**src/rtl/bus_pkg.sv**
```systemverilog
// Shared definitions for the CPU memory bus arbiter: FSM encoding, arbitration
// modes and default bus widths.
package bus_pkg;

  typedef enum logic [1:0] {
    BUS_IDLE  = 2'd0,
    BUS_ISSUE = 2'd1,
    BUS_WAIT  = 2'd2
  } bus_state_e;

  localparam int ARB_FIXED  = 0;
  localparam int ARB_RR     = 1;
  localparam int BUS_ADDR_W = 27;
  localparam int BUS_DATA_W = 32;

endpackage

```
**src/rtl/arb_picker.sv**
```systemverilog
// Combinational request selector: lowest pending index (fixed) or first pending
// index above last_grant with wrap-around (round-robin).
module arb_picker
  import bus_pkg::*;
#(
  parameter  int N     = 2,
  parameter  int MODE  = ARB_FIXED,
  localparam int IDX_W = (N > 1) ? $clog2(N) : 1
) (
  input  logic [N-1:0]     pend,
  input  logic [IDX_W-1:0] last_grant,
  output logic             valid,
  output logic [IDX_W-1:0] index
);

  logic found;
  int   j;

  // Fixed priority scans 0..N-1; round-robin scans last_grant+1.. modulo N.
  always_comb begin
    valid = |pend;
    index = '0;
    found = 1'b0;
    j     = 0;
    for (int k = 1; k <= N; k++) begin
      j = (MODE == ARB_RR) ? (int'(last_grant) + k) % N : k - 1;
      if (!found && pend[j]) begin
        found = 1'b1;
        index = IDX_W'(j);
      end
    end
  end

endmodule

```
**src/rtl/bus_arbiter.sv**
```systemverilog
// N-master request buffer and arbiter in front of the single-slave memory bus,
// with per-master response routing and an optional transaction watchdog.
module bus_arbiter
  import bus_pkg::*;
#(
  parameter int N_MASTERS = 2,
  parameter int ADDR_W    = BUS_ADDR_W,
  parameter int DATA_W    = BUS_DATA_W,
  parameter int ARB_MODE  = ARB_FIXED,
  parameter int TIMEOUT   = 0
) (
  input  logic                          clk,
  input  logic                          reset,
  input  logic [N_MASTERS*ADDR_W-1:0]   m_addr,
  input  logic [N_MASTERS*DATA_W-1:0]   m_data,
  input  logic [N_MASTERS-1:0]          m_we,
  input  logic [N_MASTERS-1:0]          m_start,
  output logic [DATA_W-1:0]             m_q,
  output logic [N_MASTERS-1:0]          m_done,
  output logic [N_MASTERS-1:0]          m_err,
  output logic [ADDR_W-1:0]             s_addr,
  output logic [DATA_W-1:0]             s_data,
  output logic                          s_we,
  output logic                          s_start,
  input  logic [DATA_W-1:0]             s_q,
  input  logic                          s_done
);

  localparam int IDX_W = (N_MASTERS > 1) ? $clog2(N_MASTERS) : 1;
  localparam int CNT_W = (TIMEOUT > 0) ? $clog2(TIMEOUT + 1) : 1;

  bus_state_e           state, state_next;
  logic [N_MASTERS-1:0] pend, set, clr;
  logic [IDX_W-1:0]     grant, last_grant, pick_idx;
  logic [CNT_W-1:0]     wd_cnt;
  logic                 pick_valid, take, fin, tmo;

  logic [ADDR_W-1:0]    buf_addr [N_MASTERS];
  logic [DATA_W-1:0]    buf_data [N_MASTERS];
  logic                 buf_we   [N_MASTERS];

  arb_picker #(.N(N_MASTERS), .MODE(ARB_MODE)) u_pick (
    .pend       (pend),
    .last_grant (last_grant),
    .valid      (pick_valid),
    .index      (pick_idx)
  );

  // A start landing on the cycle its pend bit is granted away is a new request.
  assign clr = take ? (N_MASTERS'(1) << pick_idx) : '0;
  assign set = m_start & (~pend | clr);

  always_ff @(posedge clk) begin
    for (int i = 0; i < N_MASTERS; i++) begin
      if (set[i]) begin
        buf_addr[i] <= m_addr[i*ADDR_W +: ADDR_W];
        buf_data[i] <= m_data[i*DATA_W +: DATA_W];
        buf_we[i]   <= m_we[i];
      end
    end
  end

  always_ff @(posedge clk or negedge reset) begin
    if (!reset) state <= BUS_IDLE;
    else        state <= state_next;
  end

  always_comb begin
    state_next = state;
    take       = 1'b0;
    fin        = 1'b0;
    tmo        = 1'b0;
    unique case (state)
      BUS_IDLE: if (pick_valid) begin
        take       = 1'b1;
        state_next = BUS_ISSUE;
      end
      BUS_ISSUE: if (s_done) begin
        fin        = 1'b1;
        state_next = BUS_IDLE;
      end else begin
        state_next = BUS_WAIT;
      end
      BUS_WAIT: if (s_done) begin
        fin        = 1'b1;
        state_next = BUS_IDLE;
      end else if (TIMEOUT != 0 && wd_cnt == CNT_W'(TIMEOUT - 1)) begin
        tmo        = 1'b1;
        state_next = BUS_IDLE;
      end
      default: state_next = BUS_IDLE;
    endcase
  end

  always_ff @(posedge clk or negedge reset) begin
    if (!reset) begin
      pend       <= '0;
      grant      <= '0;
      last_grant <= IDX_W'(N_MASTERS - 1);
      wd_cnt     <= '0;
      s_addr     <= '0;
      s_data     <= '0;
      s_we       <= 1'b0;
      s_start    <= 1'b0;
      m_q        <= '0;
      m_done     <= '0;
      m_err      <= '0;
    end else begin
      pend    <= (pend & ~clr) | set;
      s_start <= take;
      m_done  <= '0;
      m_err   <= '0;
      m_q     <= '0;
      if (take) begin
        s_addr     <= buf_addr[pick_idx];
        s_data     <= buf_data[pick_idx];
        s_we       <= buf_we[pick_idx];
        grant      <= pick_idx;
        last_grant <= pick_idx;
      end
      // Counter is zeroed during ISSUE so WAIT cycles count from 0.
      if (state == BUS_ISSUE)     wd_cnt <= '0;
      else if (state == BUS_WAIT) wd_cnt <= wd_cnt + 1'b1;
      if (fin) begin
        m_done[grant] <= 1'b1;
        m_q           <= s_q;
      end
      if (tmo) begin
        m_done[grant] <= 1'b1;
        m_err[grant]  <= 1'b1;
      end
    end
  end

endmodule

```
**config.mk**
```make
export PLATFORM = sky130hd
export DESIGN_NAME = bus_arbiter
export DESIGN_NICKNAME = d
export VERILOG_FILES = /design/src/rtl/bus_pkg.sv /design/src/rtl/arb_picker.sv /design/src/rtl/bus_arbiter.sv
export SDC_FILE = /design/constraint.sdc
export NUM_CORES = 1
export LEC_CHECK = 0
export CAP_MARGIN = 20
export CORE_MARGIN = 2
export CORE_UTILIZATION = 43
export CTS_BUF_LIST = sky130_fd_sc_hd__clkbuf_8
export DETAILED_ROUTE_END_ITERATION = 10
export GPL_ROUTABILITY_DRIVEN = 0
export HOLD_SLACK_MARGIN = 0.03
export PLACE_DENSITY_LB_ADDON = 0.05
export SETUP_SLACK_MARGIN = 0.2
export SLEW_MARGIN = 20
export SYNTH_ARGS = -nofsm -noshare
export SYNTH_HDL_FRONTEND = slang
export SYNTH_SLANG_ARGS = --single-unit
export TNS_END_PERCENT = 100
```
**constraint.sdc**
```tcl
create_clock -name clk -period 3 [get_ports clk]
set_clock_uncertainty 0.05 [all_clocks]
set_input_delay 0.45 -clock clk [delete_from_list [all_inputs] [get_ports clk]]
set_output_delay 0.45 -clock clk [all_outputs]
set_load 0.01 [all_outputs]
```
==> results.sh, run 1 <==
export IMPL_wl_mm=19.7
export IMPL_slowest_delay_ns=0.72
export IMPL_final_antenna_net_count=0
export IMPL_hold_class="register to register"
export IMPL_synth_seq_cells=220
export IMPL_synth_cells=564
export IMPL_holdWs_ns=0.415
export IMPL_fp_coreArea_mm2=0.0179
export IMPL_firstDrtPassIters=4
export IMPL_grt_pass1_vias=5874
export IMPL_stdcell_count=1084
export IMPL_die_area_mm2=0.0193
export IMPL_drtIter0Drc=256
export IMPL_layout_common_cells="clkdlybuf4s50_1, nand3_1, edfxtp_1"
export IMPL_worstPathMaxFanout=85
export IMPL_p_leak_nw=4.65
export IMPL_portBuffers=251
export IMPL_min_period_ns=2.30
export IMPL_critPathTopFamily="buffers and inverters"
export IMPL_setup_tns_final_ns=0
export IMPL_tritoncts="done"
export IMPL_die_w_um=139
export IMPL_clkSinkCount=220
export IMPL_clockRootBuffer="clkbuf_8"
export IMPL_ys_seq_area_share_pct=78.1
export IMPL_syn_area_mm2=0.00782
export IMPL_drc=0
export IMPL_slew_headroom_pct=44.3
export IMPL_cts_inserted_buffers=37
export IMPL_setup_violations=0
export IMPL_overflow=0
export IMPL_final_common_cell="clkdlybuf4s50_1"
export IMPL_routedWlPerCell_um=18.2
export IMPL_hold_path_depth=1
export IMPL_synth_xor_area_share_pct=0
export IMPL_hpwl_mm=12.9
export IMPL_viasPerCell=5.05
export IMPL_worst_ep_required_time_ns=3.39
export IMPL_synth_top_cell_by_area="edfxtp_1"
export IMPL_hold_viol_final=0
export IMPL_timing_final_max_slew_violations=0
export IMPL_outcome="finished, final reports clean"
export IMPL_grt_usage_pct=20.6
export IMPL_critical_path_startpoint="state[0]"
export IMPL_htree_levels=2
export IMPL_crit_buf_inv=3
export IMPL_vdd_drop_max_v=0.000488
export IMPL_hold_path_startpoint="grant"
export IMPL_clk_latency_ns=0.52
export IMPL_synth_cell_types=20
export IMPL_clk_path_buf_depth=3
export IMPL_r2r_worst_path_cells=6
export IMPL_final_util_pct=63.5
export IMPL_synth_top_area_share_pct=46.1
export IMPL_synth_simple_area_share_pct=18.0
export IMPL_drv_cap=0
export IMPL_cp_data_arrival_time_ns=2.69
export IMPL_clk_pin_slew_ns=0.06
export IMPL_syn_to_final_growth_pct=45.4
export IMPL_synthTopCellsByArea="edfxtp_1, dfrtp_1, nand3_1"
export IMPL_critPathCaptureType="register"
export IMPL_ctsResizeCount=0
export IMPL_ios=254
export IMPL_critical_path_depth=6
export IMPL_worst_path_max_delay_cell="buf_4"
export IMPL_tightest_slew_ns=0.835
export IMPL_avgSynthCellArea_um2=13.9
export IMPL_antenna_found_initial=0
export IMPL_vias=5477
export IMPL_setup_ws_ns=0.701
export IMPL_worstPathCellList="inv_1, ha_4, buf_4, buf_4, nand3_1, nand3_1"
export IMPL_synth_mux_area_share_pct=0.144
export IMPL_rr_startpoint="state[0]"
export IMPL_critical_path_class="register to register"
export IMPL_synth_adder_area_share_pct=0.640
export IMPL_max_freq_mhz=435
export IMPL_grt_setup_unrepaired="false"
export IMPL_synth_compound_area_share_pct=0.432
export IMPL_initial_core_util_pct=43.7
export IMPL_antenna_diode_count=0
export IMPL_synth_top_family_by_area="simple AND/OR/NAND/NOR gates"
export IMPL_dieHeight_um=139
export IMPL_layout_drive_gt1_share_pct=8.77
export IMPL_finish_net_count=987
export IMPL_grt_start_max_net_pins=86
export IMPL_grt_first_pass_wirelength_mm=31.4
export IMPL_worstSetupStartpointType="register"
export IMPL_ys_warn_count=0
export IMPL_period_share_pct=76.6
export IMPL_pwr_density_cell_mw_per_mm2=973
export IMPL_place_ws_ns=0.746
export IMPL_rows=49
export IMPL_dp_cells=1015
-- power breakdown --
part | leakage, nW | internal, mW | switching (mW)
Sequential | 2.38 | 4.18 | 0.420
Combinational | 1.82 | 1.71 | 2.04
Clock | 0.448 | 1.55 | 1.16
-- cell families after synthesis --
| kind of cell | Yosys count |
|---|---|
| mux | 1 |
| fa+ha+maj | 4 |
| flops | 220 |
| compound gates | 6 |
| simple gates | 286 |
| other cells | 1 |
| buf+inv | 46 |
-- metrics by stage --
| step | power [mW] | cell area (µm²) |
|---|---|---|
| floorplan | 6.48 | 7830 |
| global placement | 8.32 | 10600 |
| detailed placement | 8.47 | 10600 |
| CTS | 11.2 | 11400 |
| global route | 11.7 | 11400 |
| finish | 11.1 | 11400 |
-- metal layers --
layer	vias up	share of wire [%]	routed length (µm)	global-route usage (%)
li1	2544	-	-	-
met1	2685	39	7720	25.0
met2	221	52	10100	36.1
met3	27	7.4	1460	5.70
met4	0	1.8	352	6.33
met5	-	0	0	0
-- cells in the mapped netlist --
library cell,number
and3_1,33
nor2_1,3
nor3b_2,1
nand2b_1,2
buf_2,23
nand2_1,63
a21oi_1,2
o21ai_0,3
o21ai_2,1
buf_4,3
nand3_1,180
and2_1,2
nor2b_1,2
ha_1,4
clkbuf_1,16
edfxtp_1,120
conb_1,1
dfrtp_1,100
mux2_1,1
inv_1,4
-- final cells by class --
cell class / instances / area [µm²]
well taps: 229 / 287
flip-flops and latches: 220 / 6110
repair buffers: 264 / 2650
inverters: 4 / 15.0
clock inverters: 19 / 106
clock buffers: 49 / 674
multi-input cells: 299 / 1540
fillers: 1354 / 6530
-- flip-flops by register name (all words and copies together) (netlist names), 2 cells and up --
| signal | count |
|---|---|
| buf_addr | 54 |
| buf_data | 64 |
| buf_we | 2 |
| m_done | 2 |
| m_q | 32 |
| pend | 2 |
| s_addr | 27 |
| s_data | 32 |
| state | 2 |
-- worst paths after layout --
check / to / slack, ns
max: s_data[2] / 0.70
min: m_done[0] / 0.42
max reg2reg: s_data[2] / 0.70
min reg2reg: m_done[0] / 0.42
max in group asynchronous: pend[0] / 1.64
min in group asynchronous: m_q[26] / 0.49
-- repair_timing --
item | CTS | global route
setup endpoints to repair | 0 | 0
hold buffers | 1 | 0
hold endpoints to repair | 51 | 0
setup buffers | 0 | 0
Note: power is estimated with default switching activity, not from simulation.
==> run 2, diff against run 1 <==
==> constraint.sdc (replaced) <==
create_clock -name clk -period 1.88 [get_ports clk]
set_clock_uncertainty 0.05 [all_clocks]
set_input_delay 0.282 -clock clk [delete_from_list [all_inputs] [get_ports clk]]
set_output_delay 0.282 -clock clk [all_outputs]
set_load 0.01 [all_outputs]
==> run 2 against run 1 <==
  * Core utilization up 0.56 points
  * Critical path depth unchanged
  * Critical path type unchanged
  * Power is 56% higher
  * Sequential share of layout area down 0.47 points
  * Register-to-register slack worse by 0.51 ns
  * Via count increased by 0.97%
  * Largest power group unchanged
  * Maximum frequency is 36% higher
  * Sequential power increased by 58%
  * Clock-buffer cell count decreased by 9
  * Cell area grew 0.88%
==> results.sh, run 2 (same netlist as run 1, synthesis figures left out) <==
export IMPL_pwr_density_cell_mw_per_mm2=1500
export IMPL_p_clk_share_pct=23.6
export IMPL_final_common_cell="nand3_1"
export IMPL_antenna_found_initial=0
export IMPL_power_total_mw=17.3
export IMPL_hold_viol_final=0
export IMPL_reg2reg_slack_ns=0.19
export IMPL_dieHeight_um=139
export IMPL_setup_violations=0
export IMPL_largest_register_ffs=64
export IMPL_antenna_diode_count=0
export IMPL_wl_mm=19.6
export IMPL_grt_setup_unrepaired="true"
export IMPL_final_util_pct=64.1
export IMPL_clk_path_buf_depth=3
export IMPL_multi_input_comb_area_mm2=0.00154
export IMPL_rr_startpoint="state[0]"
export IMPL_routedWlPerCell_um=17.8
export IMPL_viasPerCell=5.02
export IMPL_worstSetupStartpointType="register"
export IMPL_tightest_slew_ns=0.600
export IMPL_drc=0
export IMPL_stdcell_count=1102
export IMPL_clk_pin_slew_ns=0.06
export IMPL_rows=49
export IMPL_p_leak_nw=5.05
export IMPL_gr_usage_met1_pct=25.6
export IMPL_final_antenna_net_count=0
export IMPL_portBuffers=251
export IMPL_layout_drive_gt1_share_pct=10.3
export IMPL_regToRegEndpoint="buf_data[1][20]"
export IMPL_switching_power_mw=5.77
export IMPL_pwr_share_comb_pct=34.3
export IMPL_r2r_worst_path_cells=6
export IMPL_syn_to_final_growth_pct=46.7
export IMPL_period_share_pct=89.8
export IMPL_grt_first_pass_wirelength_mm=31.0
export IMPL_die_w_um=139
export IMPL_vias=5530
export IMPL_min_period_ns=1.69
export IMPL_htree_levels=2
export IMPL_ff_latch_area_mm2=0.00611
export IMPL_clockRootBuffer="clkbuf_8"
export IMPL_crit_top_cell="inv_2"
export IMPL_critPathCaptureType="register"
export IMPL_cts_inserted_buffers=37
export IMPL_hold_class="primary input to async pin"
export IMPL_sw_frac_of_total_pct=33.4
export IMPL_critical_path_startpoint="state[0]"
export IMPL_top_usage_layer="met2"
export IMPL_die_area_mm2=0.0193
export IMPL_use_met3_pct=6.18
export IMPL_max_freq_mhz=592
export IMPL_clk_latency_ns=0.52
export IMPL_finish_net_count=1006
export IMPL_dp_cells=1024
export IMPL_drtIter0Drc=290
export IMPL_initial_core_util_pct=43.7
export IMPL_holdWs_ns=0.193
export IMPL_intPower_mw=11.5
export IMPL_slew_headroom_pct=59.8
export IMPL_outcome="finished, final reports clean"
export IMPL_ios=254
export IMPL_hpwl_mm=12.9
export IMPL_largest_register="buf_data"
export IMPL_setup_tns_final_ns=0
export IMPL_grtUsageMet2_pct=34.5
export IMPL_grt_usage_pct=20.4
export IMPL_worst_path_max_delay_cell="dfrtp_1"
export IMPL_top_regs="buf_data x64, buf_addr x54"
export IMPL_drv_cap=0
export IMPL_fill_cells=1382
export IMPL_grt_pass1_vias=5637
export IMPL_vdd_drop_max_v=0.000801
export IMPL_firstDrtPassIters=5
export IMPL_worst_ep_required_time_ns=2.05
export IMPL_clkSinkCount=220
export IMPL_worstPathMaxFanout=16
export IMPL_cp_data_arrival_time_ns=1.86
export IMPL_layout_common_cells="nand3_1, clkdlybuf4s50_1, edfxtp_1"
export IMPL_worstPathCellList="inv_2, ha_4, inv_2, o21ai_2, and2_4, bufbuf_16"
export IMPL_power_frac_seq_pct=42.1
export IMPL_endpoint="buf_data[1][20]"
export IMPL_critical_path_class="register to register"
export IMPL_grt_start_max_net_pins=59
export IMPL_overflow=0
export IMPL_tritoncts="done"
export IMPL_fp_coreArea_mm2=0.0179
export IMPL_timing_final_max_slew_violations=0
export IMPL_slowest_delay_ns=0.41
## run 2: through the flow
step           setup slack (ns)  instance area, µm²
2_1_floorplan            0.0754                7850
3_3_place_gp              0.201               10700
3_5_place_dp              0.167               10700
4_1_cts                   0.162               11400
5_1_grt                   0.171               11500
6_report                  0.191               11500
## run 2: layout make-up
cell class,count,share of cell area [%]
sequential,220,53.2
timing repair buffer,283,24.5
multi-input combinational,299,13.5
clock buffer,40,4.80
tap,229,2.50
clock inverter,27,1.42
inverter,4,0.131
## run 2: per-layer routing
metal | part of all wire, % | up-vias
met1 | 40 | 2669
met4 | 2.0 | 0
met2 | 51 | 242
met5 | 0 | -
li1 | - | 2588
met3 | 7.8 | 31
## run 2: worst min path at each step
stage | from | endpoint | slack, ns | depth (start not counted)
after CTS | reset | s_data[18] | 0.18 | 2
after detailed placement | reset | m_q[13] | 0.19 | 1
final | reset | m_q[13] | 0.19 | 2
after floorplan | reset | grant | -0.06 | 0
after global placement | reset | m_q[13] | 0.19 | 1
after global routing | reset | m_q[12] | 0.21 | 2
## run 2: worst max-delay path, delay by kind of cell (launching register included)
family / cells / cell delay [ns]
DFF: 1 / 0.41
buffers and inverters: 3 / 0.45
AOI/OAI and AO/OA: 1 / 0.12
and+or+nand+nor: 1 / 0.19
adders and majority gates: 1 / 0.17
## run 2: what timing repair did
action                     4_1_cts  5_1_grt
hold endpoints to repair       100        0
buffers inserted                 3        5
hold buffers                     1        0
setup endpoints to repair      145      124
cloned                           1        1
resized for setup               95        2
pin swaps                        1        2
## run 2: power by group through the flow
stage | Sequential (mW) | Combinational (mW) | Clock [mW]
2_1_floorplan | 7.65 | 2.74 | 0
3_3_place_gp | 7.36 | 6.20 | 0
3_5_place_dp | 7.39 | 6.35 | 0
4_1_cts | 7.29 | 5.88 | 4.19
5_1_grt | 7.43 | 6.51 | 4.44
6_report | 7.27 | 5.91 | 4.07
